==> config.mk <==
export PLATFORM = sky130hd
export DESIGN_NAME = quad_step_decoder
export DESIGN_NICKNAME = d
export VERILOG_FILES = /design/src/rtl/quad_step_decoder.sv
export SDC_FILE = /design/constraint.sdc
export NUM_CORES = 1
export LEC_CHECK = 0
export BUFFER_PORTS_ARGS = -buffer_cell sky130_fd_sc_hd__buf_2
export CAP_MARGIN = 20
export CORE_UTILIZATION = 40
export CTS_CLUSTER_DIAMETER = 150
export CTS_CLUSTER_SIZE = 14
export DETAILED_ROUTE_END_ITERATION = 12
export GPL_TIMING_DRIVEN = 0
export PLACE_DENSITY = 0.62
export SETUP_SLACK_MARGIN = 0.3
export SLEW_MARGIN = 0
export SYNTH_ARGS = -nofsm -noshare
export SYNTH_HDL_FRONTEND = slang
export SYNTH_SLANG_ARGS = --single-unit
==> constraint.sdc <==
create_clock -name clk -period 2.7 [get_ports clk]
set_input_delay 0.135 -clock clk [delete_from_list [all_inputs] [get_ports clk]]
set_output_delay 0.135 -clock clk [all_outputs]
set_load 0.1 [all_outputs]
==> src/rtl/quad_step_decoder.sv <==
// rtl/quad_step_decoder.sv - quadrature A/B step decoder with glitch filter and wrapping position
module quad_step_decoder #(
  parameter int N    = 8,
  parameter int FILT = 4
) (
  input  logic         clk,
  input  logic         reset_n,
  input  logic         a_in,
  input  logic         b_in,
  input  logic         sync_clear,
  input  logic         load,
  input  logic [N-1:0] d,
  output logic         inc_tick,
  output logic         dec_tick,
  output logic         err_tick,
  output logic         dir,
  output logic [N-1:0] pos,
  output logic         min_tick,
  output logic         max_tick
);

  // Filter terminal count: a pin flips on the FILT-th consecutive mismatching edge.
  localparam logic [3:0] LAST = 4'(FILT - 1);

  logic       a_s1, a_s2, b_s1, b_s2;
  logic       a_f, b_f;
  logic       a_p, b_p;
  logic [3:0] a_cnt, b_cnt;
  logic       fwd, rev, bad;
  logic [1:0] prev_ab, cur_ab;

  // Two-flop synchronisers; left unreset so the pins settle before reset release.
  always_ff @(posedge clk) begin
    a_s1 <= a_in;
    a_s2 <= a_s1;
    b_s1 <= b_in;
    b_s2 <= b_s1;
  end

  // Glitch filters: count consecutive edges where the synced pin disagrees with f.
  always_ff @(posedge clk) begin
    if (!reset_n) begin
      a_f   <= a_s2;
      b_f   <= b_s2;
      a_cnt <= '0;
      b_cnt <= '0;
    end else begin
      if (a_s2 == a_f) begin
        a_cnt <= '0;
      end else if (a_cnt == LAST) begin
        a_f   <= a_s2;
        a_cnt <= '0;
      end else begin
        a_cnt <= a_cnt + 4'd1;
      end
      if (b_s2 == b_f) begin
        b_cnt <= '0;
      end else if (b_cnt == LAST) begin
        b_f   <= b_s2;
        b_cnt <= '0;
      end else begin
        b_cnt <= b_cnt + 4'd1;
      end
    end
  end

  // Gray-code transition classification between the previous and current filtered pair.
  always_comb begin
    prev_ab = {a_p, b_p};
    cur_ab  = {a_f, b_f};
    fwd     = 1'b0;
    rev     = 1'b0;
    bad     = ((prev_ab ^ cur_ab) == 2'b11);
    case (prev_ab)
      2'b00: begin fwd = (cur_ab == 2'b01); rev = (cur_ab == 2'b10); end
      2'b01: begin fwd = (cur_ab == 2'b11); rev = (cur_ab == 2'b00); end
      2'b11: begin fwd = (cur_ab == 2'b10); rev = (cur_ab == 2'b01); end
      default: begin fwd = (cur_ab == 2'b00); rev = (cur_ab == 2'b11); end
    endcase
  end

  // Registered ticks, direction and position; clear beats load beats stepping.
  always_ff @(posedge clk) begin
    if (!reset_n) begin
      a_p      <= a_s2;
      b_p      <= b_s2;
      inc_tick <= 1'b0;
      dec_tick <= 1'b0;
      err_tick <= 1'b0;
      dir      <= 1'b0;
      pos      <= '0;
    end else begin
      a_p      <= a_f;
      b_p      <= b_f;
      inc_tick <= fwd;
      dec_tick <= rev;
      err_tick <= bad;
      if (fwd) begin
        dir <= 1'b1;
      end else if (rev) begin
        dir <= 1'b0;
      end
      if (sync_clear) begin
        pos <= '0;
      end else if (load) begin
        pos <= d;
      end else if (fwd) begin
        pos <= pos + 1'b1;
      end else if (rev) begin
        pos <= pos - 1'b1;
      end
    end
  end

  assign min_tick = (pos == '0);
  assign max_tick = (pos == '1);

endmodule
**Yosys cells after proc, flatten, opt, wreduce, memory -nomap -nowiden**

Cells that the tools add are included.
Widths: inputs -> output; s select.

- Mux-type cells: 15
- Bitwise operators: 2
- Equality and inequality tests: 15
- Divide/modulo/power cells: 0
- Add/subtract/negate cells: 4
- Shift operators: 0
- Reductions and logical operators: 10
- Multipliers: 0
- $lt $le $gt $ge: 0

Operators by type and width:

| operator | number |
|---|---|
| $mux 8 | 3 |
| $mux 1 | 10 |
| $add 4x1->4 const B | 2 |
| $add 8x1->8 const B | 1 |
| $eq 2x2->1 const B | 4 |
| $eq 4x2->1 const B | 2 |
| $eq 8x8->1 const B | 1 |
| $logic_not 8->1 | 1 |
| $sub 8x1->8 const B | 1 |
| $pmux 1 s3 | 2 |
| $reduce_or 3->1 | 2 |
| $eq 2x1->1 const B | 2 |
| $logic_not 2->1 | 2 |
| $ne 2x1->1 const B | 2 |
| $ne 2x2->1 const B | 2 |
| $reduce_and 2->1 | 2 |
| $reduce_bool 3->1 | 1 |
| $eq 1x1->1 | 2 |
| $reduce_bool 2->1 | 1 |
| $reduce_or 2->1 | 1 |
| $xor 2x2->2 | 1 |
| $not 1->1 | 1 |

- Output and inout port bits: 14
- Bits in registers: 28
- Memories kept: 0
- Bits in latches: 0
- RAM bits: 0
- Input port bits: 14
- Logic and storage cells: 61
- ROM bits: 0

**Longest topological paths before layout**

Gate-level depths: netlist of the first run.

- Depth in word-level cells: 5
- Mapped depth: 10
- Mapped depth without buffers: 9

**Worst setup path before layout of the first run**

Ideal clock, no wire load.

- Kind: register to output
- Start: reg pos[2]
- End: out max_tick
- Path slack: -0.321 ns
- Cell stages (with the launch flop): 5
- Required time: 2.565 ns
- Path buffers: 1
- Data arrival time: 2.886 ns
- Cells stage by stage: dfxtp_1 > buf_2 > and4_1 > nand4_1 > nor2_1

- Cells in the longest elaborated chain, start to end: 1

RTL lines:

| item | RTL line | RTL |
|---|---|---|
| from (decl) | 17 | `output logic [N-1:0] pos,` |
| from (signal assigned) | 108 | `pos <= pos + 1'b1;` |
| from (signal assigned) | 110 | `pos <= pos - 1'b1;` |
| $eq 8x8->1 | 116 | `assign max_tick = (pos == '1);` |
| to (decl) | 19 | `output logic max_tick` |

Every way passes these cells.

**Worst setup path after layout of the first run**

- Start: reg a_f
- End: reg pos[4]

- Cells in the longest elaborated chain, start to end: 4
- Elaborated cells on any way between the ends: 9
- Those cells by class: eq/ne (3); mux (4); reduce/logical (2)

RTL lines:

| item | RTL line | RTL |
|---|---|---|
| from (decl) | 26 | `logic a_f, b_f;` |
| from (signal assigned) | 43 | `a_f <= a_s2;` |
| from (signal assigned) | 51 | `a_f <= a_s2;` |
| $eq 2x2->1, or another cell as far along | 75, 77 |  |
| $pmux 1 s3 | 74 | `case (prev_ab)` |
| $mux 8 | 107 | `end else if (fwd) begin` |
| $mux 8 | 105 | `end else if (load) begin` |

Several ways; a longest one is shown, not always the timed one.
A chain may end at the register's enable or synchronous reset.

==> metrics.md, run 1 <==
| Metric | Value |
|---|---|
| Status | `complete, no violations` |
| Antenna violations before repair | `0` |
| HPWL after detailed placement | `between 1500 and 2000 um` |
| Post-synthesis compound-gate area fraction | `0.110` |
| Setup-failing EPs final | `0` |
| EDFF count, synth | `2` |
| Post-route setup slack | `0.482 ns` |
| Core Region | `~3100 um^2` |
| Fin. Hold Viols | `0` |
| Largest family of logic cells by synthesized area | `simple AND/OR/NAND/NOR gates` |
| RSZ-0062 raised after global routing | `no` |
| Worst slack, placed | `0.517 ns` |
| Routed via count | `between 1000 and 1500` |
| Synthesized instance count | `142` |
| Power Density | `around 660 nW/um^2` |
| Clock Sink Count | `28` |
| Area after DPL | `between 1500 and 2000 um^2` |
| WP data arrival | `about 2.5 ns` |
| Drc violations | `0` |
| Worst Path Max Fanout | `8` |
| Worst min-delay path class | `in2reg` |
| Setup Skew | `0.00481 ns` |
| Peak VDD IR | `0.000274 V` |
| Final #Nets | `193` |
| Clk Latency, worst-skew pair | `0.33 ns` |
| Fin Hold WS | `0.0425 ns` |
| Adder-cell share of the synthesized area | `0.0278` |
| H-tree levels | `1` |
| Synth Warn # | `0` |
| CTS Buf Count | `3` |
| Synth Area in Simple Gates | `0.193` |
| Vias in the first global route | `900` |
| Headroom to the max-slew limit | `0.651` |
| Worst EP required | `2.93 ns` |
| Vert. Die Dim | `about 60 um` |
| Vias per inst | `4.81` |
| Setup TNS | `0 ns` |
| Wirelength per Cell | `about 11 um` |
| CTS Root Cell | `clkbuf_4` |
| Distinct cells, synth | `41` |
| Ys async rst share | `0` |
| Mux contribution to synthesized area | `0.0500` |
| Critical path launch point type | `register` |
| WL final | `2440 um` |
| # rows | `20` |
| Clock transition at path regs | `0.15 ns` |
| Die area | `3610 um^2` |
| Buffers added on ports | `27` |
| 1st-iter DRT viols | `37` |
| Congestion Overflow GR | `0` |
| Most common cell after layout, fill and taps aside | `buf_2` |
| Slew Limit Fails | `0` |
| Synth top area share | `0.386` |
| Post-synth design cell area | `1350 um^2` |
| Ant diodes | `0` |
| Cell taking the most area after synthesis | `dfxtp_1` |
| Worst-margin pin slew | `0.523 ns` |
| Max Buffers Root-to-Sink | `2` |
| Post-placement cell count | `between 200 and 250` |
| Fin cells | `219` |
| Peak Freq | `451 MHz` |
| Final Cell Area | `1640 um^2` |
| Tmin final | `2.22 ns` |
| Top Ports | `28` |
| Period utilisation layout | `0.822` |
| Drt first pass iters | `4` |
| Fillers | `298` |
| Synthesized net count | `~160` |
| CTS tree | `done` |
| Max_cap viols | `0` |
| Area contributors post-synth | `dfxtp_1 39%, xnor2_1 7.8%, nor2_1 5.0%` |
| Endpoint class of the critical path | `register` |
| P_leak | `0.676 nW` |
| Starting Density | `0.432` |
| WS Path Type | `reg2reg` |
| Post-Synth XOR/XNOR Area | `0.140` |
| RePlAce Congestion | `0.809` |
| Synthesis-to-layout area growth | `21.5%` |
| DIE WIDTH | `60.1 um` |
| Ys flop type | `dfxtp_1` |
| Largest net degree at the start of global routing | `17` |
| Sequential fraction of the synthesis area | `0.430` |
| Avg Cell Area, Syn | `between 9 and 10 um^2` |
| ANT nets after route | `0` |
| Total Routing Usage GR | `0.144` |
| First-pass GRT wire length | `roughly 3800 um` |
| Commonest cells after routing, fill and taps aside | `28 x buf_2, 26 x dfxtp_1, 16 x nor2_1` |
| Fraction of layout cells with a size suffix above 1 | `0.263` |
| #FFs+latches synth | `28` |
## final timing paths
| check | slack (ns) | cells after the start | endpoint | from |
|---|---|---|---|---|
| setup / recovery | 0.48 | 10 | pos[4] | a_f |
| setup reg to reg | 0.48 | 10 | pos[4] | a_f |
| hold / removal | 0.04 | 3 | pos[0] | d[0] |
| hold reg to reg | 0.35 | 0 | a_s2 | a_s1 |
## sequential cells by signal (all words and copies together) (netlist names)
| name | flops |
|---|---|
| pos | 8 |
| a_cnt | 4 |
| b_cnt | 4 |
| a_f | 1 |
| a_p | 1 |
| a_s1 | 1 |
| a_s2 | 1 |
| b_f | 1 |
| b_p | 1 |
| b_s1 | 1 |
| b_s2 | 1 |
| dec_tick | 1 |
| dir | 1 |
| err_tick | 1 |
| inc_tick | 1 |
## layout make-up
| cell class | instances | area [um^2] | share of cell area |
|---|---|---|---|
| clock buffer | 3 | 22.5 | 0.0137 |
| multi-input combinational | 103 | 731 | 0.445 |
| buffer | 6 | 47.5 | 0.0290 |
| timing repair buffer | 29 | 155 | 0.0946 |
| clock inverter | 1 | 30.0 | 0.0183 |
| tap | 44 | 55.1 | 0.0336 |
| sequential | 28 | 581 | 0.354 |
| inverter | 5 | 18.8 | 0.0114 |
## cell usage after synthesis (all sizes together) (2+ instances only)
| library cell | number |
|---|---|
| dfxtp | 26 |
| nor2 | 18 |
| xnor2 | 13 |
| o21ai | 11 |
| a21oi | 7 |
| xor2 | 6 |
| inv | 5 |
| nand2 | 5 |
| nand3 | 5 |
| and3 | 4 |
| buf | 4 |
| ha | 3 |
| mux2 | 3 |
| mux2i | 3 |
| nand3b | 3 |
| nor4 | 3 |
| a211oi | 2 |
| edfxtp | 2 |
| nand4 | 2 |
| nor3 | 2 |
| o211ai | 2 |
## metal layers
metal  up-vias  part of all wire  GRT usage
li1        559                 -          -
met2        21              0.48      0.243
met5         -                 0          0
met1       472              0.47      0.178
met3         2             0.039     0.0216
met4         0            0.0070     0.0698
## logic make-up after synthesis
kind of cell,after synthesis
buffers and inverters,11
XOR/XNOR,19
adder cells (fa/ha/maj),3
AND/OR/NAND/NOR,49
flip-flops,28
AO/OA/AOI/OAI,26
multiplexers,6
## worst max-delay path: stages (launching register included)
cell	delay [ns]
edfxtp_1	0.41
buf_6	0.15
xor2_4	0.20
nor2_1	0.24
xnor2_1	0.16
ha_1	0.28
and3_1	0.18
nand3_1	0.07
a21oi_1	0.21
xnor2_1	0.14
a21oi_1	0.08
## through the flow
stage                     power, mW   util
final                          1.09  0.524
after global routing           1.14  0.524
after CTS                      1.09  0.517
after detailed placement      0.811  0.494
after global placement        0.807  0.494
after floorplan               0.754      -
## report_power, final
| group | internal, mW | leakage, nW | total, mW | switching [mW] |
|---|---|---|---|---|
| registers | 0.444 | 0.234 | 0.467 | 0.0231 |
| logic | 0.107 | 0.415 | 0.342 | 0.236 |
| clock network | 0.150 | 0.0279 | 0.277 | 0.126 |
## what timing repair did
| item | 4_1_cts | 5_1_grt |
|---|---|---|
| hold buffers | 2 | 0 |
| endpoints found under the hold margin | 2 | 0 |
| resized for setup | 0 | 2 |
| setup endpoints to repair | 0 | 1 |
| buffers inserted | 0 | 0 |
Power figures use the tool's default switching activity.
==> run 2: changes to the inputs <==
==> constraint.sdc (replaced) <==
create_clock -name clk -period 2.1 [get_ports clk]
set_input_delay 0.105 -clock clk [delete_from_list [all_inputs] [get_ports clk]]
set_output_delay 0.105 -clock clk [all_outputs]
set_load 0.1 [all_outputs]
==> run 2 against run 1 <==
  * Combinational power increased by 64%
  * Sequential power grew 29%
  * Non-clock buffer count increased by 17
  * Sequential share of layout area is 3.5 points lower
  * Critical path depth unchanged
  * Critical path type unchanged
  * Largest cell class unchanged
==> metrics.md, run 2 (synthesis results as in run 1) <==
| Metric | Value |
|---|---|
| Status | `complete, no violations` |
| Worst Path Max Fanout | `5` |
| Peak VDD IR | `0.000331 V` |
| Total Routing Usage GR | `0.182` |
| Max_cap viols | `0` |
| Post-route setup slack | `about 0.18 ns` |
| Final #Nets | `210` |
| Worst min-delay path class | `in2reg` |
| Ant diodes | `0` |
| Fraction of layout cells with a size suffix above 1 | `0.406` |
| Tmin final | `1.92 ns` |
| CTS Buf Count | `3` |
| Fillers | `279` |
| Final Util | `0.603` |
| Headroom to the max-slew limit | `0.678` |
| Biggest register | `pos` |
| FF-to-FF Start | `a_f` |
| Vias per inst | `4.94` |
| CP delay by family, top | `XOR/XNOR gates` |
| Synthesis-to-layout area growth | `39.8%` |
| HPWL after detailed placement | `1930 um` |
| Reg2reg path depth | `10` |
| RePlAce Congestion | `0.801` |
| CTS Root Cell | `clkbuf_4` |
| Vias in the first global route | `1092` |
| Setup TNS | `0 ns` |
| Period utilisation layout | `0.916` |
| Congestion Overflow GR | `0` |
| Slew Limit Fails | `0` |
| Core Region | `3130 um^2` |
| Clock Sink Count | `28` |
| Max reg flops | `8` |
| Starting Density | `0.432` |
| Clock transition at path regs | `0.16 ns` |
| Reg2reg setup slack | `0.18 ns` |
| Peak Freq | `520 MHz` |
| Final Cell Area | `1890 um^2` |
| Crit-path max cell delay | `0.42 ns` |
| Buffers added on ports | `27` |
| Critical path launch point type | `register` |
| Top Ports | `28` |
| WL final | `2930 um` |
| Clk Latency, worst-skew pair | `0.34 ns` |
| WS Path Type | `reg2reg` |
| Setup-failing EPs final | `0` |
| H-tree levels | `1` |
| Register area | `about 600 um^2` |
| Critical R2R Capture | `pos[4]` |
| Worst-margin pin slew | `0.486 ns` |
| WP data arrival | `about 2.2 ns` |
| Vert. Die Dim | `around 60 um` |
| Hold-critical path depth | `3` |
| DIE WIDTH | `60.1 um` |
| Hold path endpoint | `pos[3]` |
| Commonest cells after routing, fill and taps aside | `25 x buf_2, 19 x dfxtp_1, 15 x nor2_1` |
| Drt first pass iters | `4` |
| Area of the multi-input gates | `slightly below 800 um^2` |
| Overall power | `1.47 mW` |
| 1st-iter DRT viols | `34` |
| Power Density | `781 nW/um^2` |
| CTS tree | `done` |
| First-pass GRT wire length | `4910 um` |
| CP max-delay cell | `edfxtp_1` |
| Drc violations | `0` |
| Hold path startpoint | `d[3]` |
| Worst slack, placed | `0.0593 ns` |
| Antenna violations before repair | `0` |
| Wirelength per Cell | `12.4 um` |
| CP Buf/Inv Count | `1` |
| P_leak | `0.783 nW` |
| Endpoint class of the critical path | `register` |
| Largest registers | `pos x8, a_cnt x4, b_cnt x4` |
| Die area | `3610 um^2` |
| Largest net degree at the start of global routing | `17` |
| # rows | `20` |
| Fin. Hold Viols | `0` |
| CP Cell Sequence | `buf_6 -> xor2_4 -> nor2_4 -> xnor2_2 -> ha_2 -> and3_1 -> nand3_1 -> a21oi_2 -> xnor2_1 -> a21oi_1` |
| ANT nets after route | `0` |
| Most common cell after layout, fill and taps aside | `buf_2` |
| Area after DPL | `1610 um^2` |
| RSZ-0062 raised after global routing | `yes` |
| Setup Skew | `0.0110 ns` |
| Max Buffers Root-to-Sink | `2` |
| Routed via count | `1165` |
| Worst EP required | `2.34 ns` |
run 2: final cells by class:
| cell class | count | share of cell area |
|---|---|---|
| Buffer | 6 | 0.0305 |
| Tap cell | 44 | 0.0292 |
| Clock buffer | 4 | 0.0252 |
| Inverter | 5 | 0.00995 |
| Sequential cell | 28 | 0.319 |
| Timing Repair Buffer | 46 | 0.165 |
| Multi-Input combinational cell | 103 | 0.421 |
run 2: worst max path at each step:
stage / slack, ns / end / start / cells past startpoint
floorplan: 0.20 / pos[7] / pos[2] / 6
global placement: 0.09 / pos[4] / b_f / 10
detailed placement: 0.06 / pos[4] / b_f / 10
CTS: 0.15 / pos[4] / a_f / 10
global route: 0.05 / pos[4] / b_f / 10
finish: 0.18 / pos[4] / a_f / 10
run 2: what timing repair did:
| action | 4_1_cts | 5_1_grt |
|---|---|---|
| buffers inserted | 10 | 5 |
| setup endpoints to repair | 7 | 10 |
| cloned | 0 | 0 |
| hold endpoints to repair | 4 | 0 |
| hold buffers | 4 | 0 |
| pin swaps | 8 | 12 |
| resized for setup | 8 | 10 |
run 2: worst min-delay path: stages:
cell and delay, ns:
buf_2 0.10, nor2_1 0.08, a211oi_1 0.05
run 2: per-layer routing:
layer | vias up | wire length (um) | track usage
li1 | 593 | - | -
met1 | 535 | 1400 | 0.250
met5 | - | 0 | 0
met2 | 33 | 1380 | 0.287
met3 | 4 | 107 | 0.0195
met4 | 0 | 39 | 0.0764
run 2: metrics by stage:
stage	hold WS, ns	cells
6_report	0.0177	236
4_1_cts	0.00799	231
2_1_floorplan	0.133	142
3_3_place_gp	0.208	213
5_1_grt	0.0132	236
3_5_place_dp	0.210	213
run 2: power breakdown:
| group | switching (mW) | internal (mW) | leakage (nW) |
|---|---|---|---|
| Combinational | 0.340 | 0.219 | 0.519 |
| Sequential | 0.0336 | 0.570 | 0.238 |
| Clock | 0.165 | 0.146 | 0.0261 |
